## src/rtl/inv_shift_row.sv

```systemverilog
// AES decrypt InvShiftRows stage feeding a small ready/valid output FIFO.
// Latency: one clock; a block pushed at edge N shows on data_out after edge N when the FIFO was empty.
// Backpressure: ready_out is decoded from registered occupancy only; a full FIFO refuses pushes even if a pop happens that cycle.
//
// Ports:
//   clk, rst                       rising-edge clock, asynchronous active-low reset
//   invShiftRow_valid_in/ready_out upstream handshake, data_in is the state block
//   invShiftRow_valid_out/ready_in downstream handshake, data_out is the FIFO head
//   invShiftRow_count              FIFO occupancy (0..DEPTH)

// Generic synchronous FIFO with occupancy counter.
// Latency: one clock from push to head visibility.
// Backpressure: push_rdy drops when full; pop only when pop_vld.
module isr_fifo #(
  parameter int WIDTH = 128,
  parameter int DEPTH = 2,
  localparam int PW = (DEPTH > 1) ? $clog2(DEPTH) : 1,
  localparam int CW = $clog2(DEPTH + 1)
) (
  input  logic             clk,
  input  logic             rst,
  input  logic             push_vld,
  output logic             push_rdy,
  input  logic [WIDTH-1:0] push_dat,
  output logic             pop_vld,
  input  logic             pop_rdy,
  output logic [WIDTH-1:0] pop_dat,
  output logic [CW-1:0]    count
);

  logic [WIDTH-1:0] mem [DEPTH];
  logic [PW-1:0]    wr_ptr;
  logic [PW-1:0]    rd_ptr;
  logic             push;
  logic             pop;

  // Both flags come straight from the count register, so neither handshake
  // side sees a combinational path from the other.
  assign push_rdy = (count != CW'(DEPTH));
  assign pop_vld  = (count != '0);
  assign push     = push_vld & push_rdy;
  assign pop      = pop_vld & pop_rdy;
  assign pop_dat  = mem[rd_ptr];

  always_ff @(posedge clk or negedge rst) begin
    if (!rst) begin
      wr_ptr <= '0;
      rd_ptr <= '0;
      count  <= '0;
      // Storage is cleared so the head reads zero straight out of reset.
      for (int i = 0; i < DEPTH; i++) begin
        mem[i] <= '0;
      end
    end else begin
      if (push) begin
        mem[wr_ptr] <= push_dat;
        wr_ptr      <= wr_ptr + PW'(1);
      end
      if (pop) begin
        rd_ptr <= rd_ptr + PW'(1);
      end
      case ({push, pop})
        2'b10:   count <= count + CW'(1);
        2'b01:   count <= count - CW'(1);
        default: count <= count;
      endcase
    end
  end

endmodule

// AES InvShiftRows with registered output FIFO.
// Latency: one clock into an empty FIFO.
// Backpressure: holds data_out/valid_out while ready_in is low; ready_out low when full.
module inv_shift_row #(
  parameter int DATA_WIDTH = 128,
  parameter int DEPTH      = 2
) (
  input  logic                         clk,
  input  logic                         rst,
  input  logic                         invShiftRow_valid_in,
  output logic                         invShiftRow_ready_out,
  input  logic [DATA_WIDTH-1:0]        invShiftRow_data_in,
  output logic [DATA_WIDTH-1:0]        invShiftRow_data_out,
  output logic                         invShiftRow_valid_out,
  input  logic                         invShiftRow_ready_in,
  output logic [$clog2(DEPTH+1)-1:0]   invShiftRow_count
);

  if (DATA_WIDTH != 128) begin : g_bad_width
    $error("inv_shift_row: DATA_WIDTH must be 128");
  end
  if ((DEPTH < 2) || ((DEPTH & (DEPTH - 1)) != 0)) begin : g_bad_depth
    $error("inv_shift_row: DEPTH must be a power of two and at least 2");
  end

  // Source byte for each output byte. Bytes are numbered b = 4*col + row with
  // byte 0 in the top bits; row r is rotated right by r columns.
  localparam int SRC [16] = '{ 0, 13, 10,  7,
                               4,  1, 14, 11,
                               8,  5,  2, 15,
                              12,  9,  6,  3};

  function automatic logic [DATA_WIDTH-1:0] inv_shift(input logic [DATA_WIDTH-1:0] blk);
    logic [DATA_WIDTH-1:0] res;
    res = '0;
    for (int b = 0; b < 16; b++) begin
      res[DATA_WIDTH-1-8*b -: 8] = blk[DATA_WIDTH-1-8*SRC[b] -: 8];
    end
    return res;
  endfunction

  logic [DATA_WIDTH-1:0] xf_dat;

  // The FIFO stores already-transformed blocks, so the head needs no logic.
  assign xf_dat = inv_shift(invShiftRow_data_in);

  isr_fifo #(
    .WIDTH (DATA_WIDTH),
    .DEPTH (DEPTH)
  ) u_fifo (
    .clk      (clk),
    .rst      (rst),
    .push_vld (invShiftRow_valid_in),
    .push_rdy (invShiftRow_ready_out),
    .push_dat (xf_dat),
    .pop_vld  (invShiftRow_valid_out),
    .pop_rdy  (invShiftRow_ready_in),
    .pop_dat  (invShiftRow_data_out),
    .count    (invShiftRow_count)
  );

endmodule

```

## config.mk

```make
export PLATFORM = sky130hd
export DESIGN_NAME = inv_shift_row
export DESIGN_NICKNAME = d
export VERILOG_FILES = /design/src/rtl/inv_shift_row.sv
export SDC_FILE = /design/constraint.sdc
export NUM_CORES = 1
export LEC_CHECK = 0
export CAP_MARGIN = 10
export CORE_MARGIN = 1.5
export CORE_UTILIZATION = 51
export DETAILED_ROUTE_END_ITERATION = 8
export PLACE_DENSITY = 0.88
export SYNTH_ARGS = -nofsm -noshare
export SYNTH_HDL_FRONTEND = slang
export SYNTH_HIERARCHICAL = 1
export SYNTH_SLANG_ARGS = --single-unit
```

## constraint.sdc

```tcl
create_clock -name clk -period 2.2 [get_ports clk]
set_clock_uncertainty 0.2 [all_clocks]
set_input_delay 0.44 -clock clk [delete_from_list [all_inputs] [get_ports clk]]
set_output_delay 0.44 -clock clk [all_outputs]
set_load 0.01 [all_outputs]
```

==> results of run 1 <==
[metrics by stage]
step	instance area (sq um)	hold WS, ns	setup WS, ns	total power, mW	std cells
floorplan	12300	-0.0556	0.373	17.5	699
global placement	15600	0.188	-0.0384	22.9	1293
detailed placement	15600	0.195	-0.0524	23.3	1293
CTS	16800	0.230	-0.538	28.9	1364
global route	16800	0.245	-0.562	30.1	1372
finish	16800	0.210	-0.510	28.8	1372
[kinds of logic (layout without fill, tap and decap cells)]
family	after synthesis	after routing	share of synthesized area, %
buf+inv	42	396	4.84
xor+xnor	5	5	0.355
mux	384	384	41.5
fa+ha+maj	1	1	0.101
simple gates	7	7	0.466
flops	260	260	52.7
[what timing repair did]
item,4_1_cts,5_1_grt
hold endpoints to repair,39,0
setup buffers,16,9
gates resized for setup,423,43
cloned,4,0
endpoints found under the setup margin,132,129
hold buffers,1,0
[layer usage]
layer  vias to the layer above  global-route usage, %
met5                         -                      0
met4                         0                   5.74
met3                        48                   6.02
met2                       218                   39.7
met1                      3623                   28.8
li1                       3168                      -
[sequential cells by signal (all words and copies together) (netlist names)]
signal	count
u_fifo/wr_ptr	1
u_fifo/mem	256
u_fifo/rd_ptr	1
u_fifo/count	2
[layout make-up]
class	count	area (sq um)	area share, %
flip-flops and latches	260	6510	38.7
multi-input cells	397	5260	31.3
repair buffers	344	3690	22.0
clock buffers	40	847	5.04
well taps	319	399	2.37
clock inverters	12	95.1	0.566
[report_power, final]
| part | internal, mW | switching [mW] |
|---|---|---|
| Clock | 2.79 | 1.90 |
| Sequential | 7.29 | 1.55 |
| Combinational | 9.84 | 5.38 |
[layout by cell type (no fill, tap or decap), types with 8 or more instances in the layout]
master / netlist / layout
buf_12: 24 / 34
buf_2: 12 / 22
buf_4: 0 / 35
buf_6: 3 / 62
clkbuf_16: 0 / 29
clkbuf_2: 0 / 12
clkbuf_8: 0 / 8
clkdlybuf4s15_2: 0 / 11
clkdlybuf4s50_1: 0 / 152
clkinv_2: 0 / 8
dfrtp_1: 260 / 257
dlygate4sd2_1: 0 / 8
mux2_2: 171 / 165
mux2_4: 213 / 219
[cell usage after synthesis]
library cell  number  share of area, %
buf_6              3              0.27
and3b_4            1              0.10
buf_2             12              0.49
nor2_1             1             0.030
ha_1               1              0.10
and3_4             1             0.091
nand2b_4           1              0.11
mux2_4           213                26
nand2_1            1             0.030
dfrtp_1          260                53
or2_2              1             0.051
clkbuf_1           2             0.061
xnor2_1            3              0.21
xor2_1             2              0.14
buf_8              1              0.12
mux2_2           171                16
and2_1             1             0.051
buf_12            24               3.9
[worst max-delay path by stage]
| stage | start | end | slack [ns] | cells past startpoint |
|---|---|---|---|---|
| detailed placement | invShiftRow_valid_in | u_fifo/mem[252]$_DFFE_PN0P_ | -0.05 | 5 |
| finish | u_fifo/rd_ptr$_DFFE_PN0P_ | invShiftRow_data_out[53] | -0.51 | 6 |
| global placement | u_fifo/rd_ptr$_DFFE_PN0P_ | invShiftRow_data_out[29] | -0.04 | 4 |
| global route | u_fifo/rd_ptr$_DFFE_PN0P_ | invShiftRow_data_out[46] | -0.56 | 6 |
| CTS | u_fifo/rd_ptr$_DFFE_PN0P_ | invShiftRow_data_out[112] | -0.54 | 3 |
| floorplan | u_fifo/count[0]$_DFFE_PN0P_ | u_fifo/count[1]$_DFFE_PN0P_ | 0.37 | 5 |
==> out/qor.yml, run 1 <==
setup_viol: 128
r2r-start: "u_fifo/count[1]$_DFFE_PN0P_"
area_growth_pct: 36.2
relSlewSlack_pct: 69.8
dr.max_layer_used: "met4"
max_freq_mhz: 369
rsz0062_at_grt: "yes"
end_kind: "output pin"
min_path_type: "in -> async"
worst-path-buf-inv: 5
setup_tns_ns: -48.34
clock-sinks: 260
clock_path_buffers: 3
num_vias: 7057
outcome: "finished, violations left"
syn_nets: 832
cts_tree: "built"
ant_nets: 0
grt_max_degree: 48
critPathKind: "reg -> out"
r2r_slack_ns: 0.38
cp-start-kind: "flop"
r2r-end: "u_fifo/mem[252]$_DFFE_PN0P_"
die_area_sq_um: 25100
synthCells: 699
antennaDiodeCount: 0
synthDistinctLibCells: 18
clkLatencyLatePin_ns: 0.52
synth-seq-cells: 260
hold_violations: 0
critPathTopFamily: "buffers and inverters"
syn_area_sq_um: 12300
drv_cap: 0
utilization_pct: 71.2
grt_usage_pct: 23.0
worstPathArrival_ns: 2.07
final.min_clock_period_ns: 2.71
cp.required_ns: 1.56
max_stage_delay_ns: 0.53
power_density_nw_per_um2: 1710
grt_pass1_vias: 7931
leakage_nw: 7.60
avgViaCountPerCell: 5.14
wirelength_mm: 29.2
start_util_pct: 52.3
htreeDepth: 1
violations: "setup timing"
cts-root-buf: "clkbuf_16"
wl_met3_mm: 1.97
hpwl_mm: 19.3
grt_pass1_wl_mm: 44.4
routabilityCongestion: 0.772
yosysWarnings: 6
fin_nets: 1164
wl_met2_mm: 14.8
syn_avg_cell_area_sq_um: 17.7
rows: 56
io_pins: 264
coreArea_sq_um: 23600
die_w_um: 159
dr.pass1.iters: 4
path_clk_slew_ns: 0.06
crit_chain: "buf_4 -> buf_12 -> buf_12 -> buf_12 -> mux2_2 -> buf_6"
wire_per_inst_um: 21.3
ir_worst_vdd_uv: 982
crit_slowest_cell: "dfrtp_4"
drive_above_1_share_pct: 59.1
drv_slew: 0
fill_cells: 1499
drc_errors: 0
cts_made_buffers: 28
die_height_um: 159
crit_path_frequent_cell: "buf_12"
fin_crit_sh_pct: 123
tightest_slew_ns: 0.453
wl_met1_mm: 11.9
worstPathMaxFanout: 12
grt_overflow: 0
seq_area_frac_synth_pct: 52.7
setup_slack_ns: -0.510
reg2reg_depth: 5
antenna_found_initial: 0
port_buffers: 263
drt_iter0_drc: 260
No activity file was read; power rests on OpenSTA's default activity.
==> run 2, diff against run 1 <==
--- a/config.mk
+++ b/config.mk
@@ -5,7 +5,7 @@
 export SDC_FILE = /design/constraint.sdc
 export NUM_CORES = 1
 export LEC_CHECK = 0
-export CAP_MARGIN = 10
+export CAP_MARGIN = 20
 export CORE_MARGIN = 1.5
 export CORE_UTILIZATION = 51
 export DETAILED_ROUTE_END_ITERATION = 8
==> results of run 2 <==
Final layout, timing and power as in run 1 (identical DEF).
==> run 3, diff against run 2 <==
--- a/config.mk
+++ b/config.mk
@@ -10,6 +10,7 @@
 export CORE_UTILIZATION = 51
 export DETAILED_ROUTE_END_ITERATION = 8
 export PLACE_DENSITY = 0.88
+export SLEW_MARGIN = 20
 export SYNTH_ARGS = -nofsm -noshare
 export SYNTH_HDL_FRONTEND = slang
 export SYNTH_HIERARCHICAL = 1
==> results of run 3 <==
Final layout, timing and power as in run 1 (identical DEF).
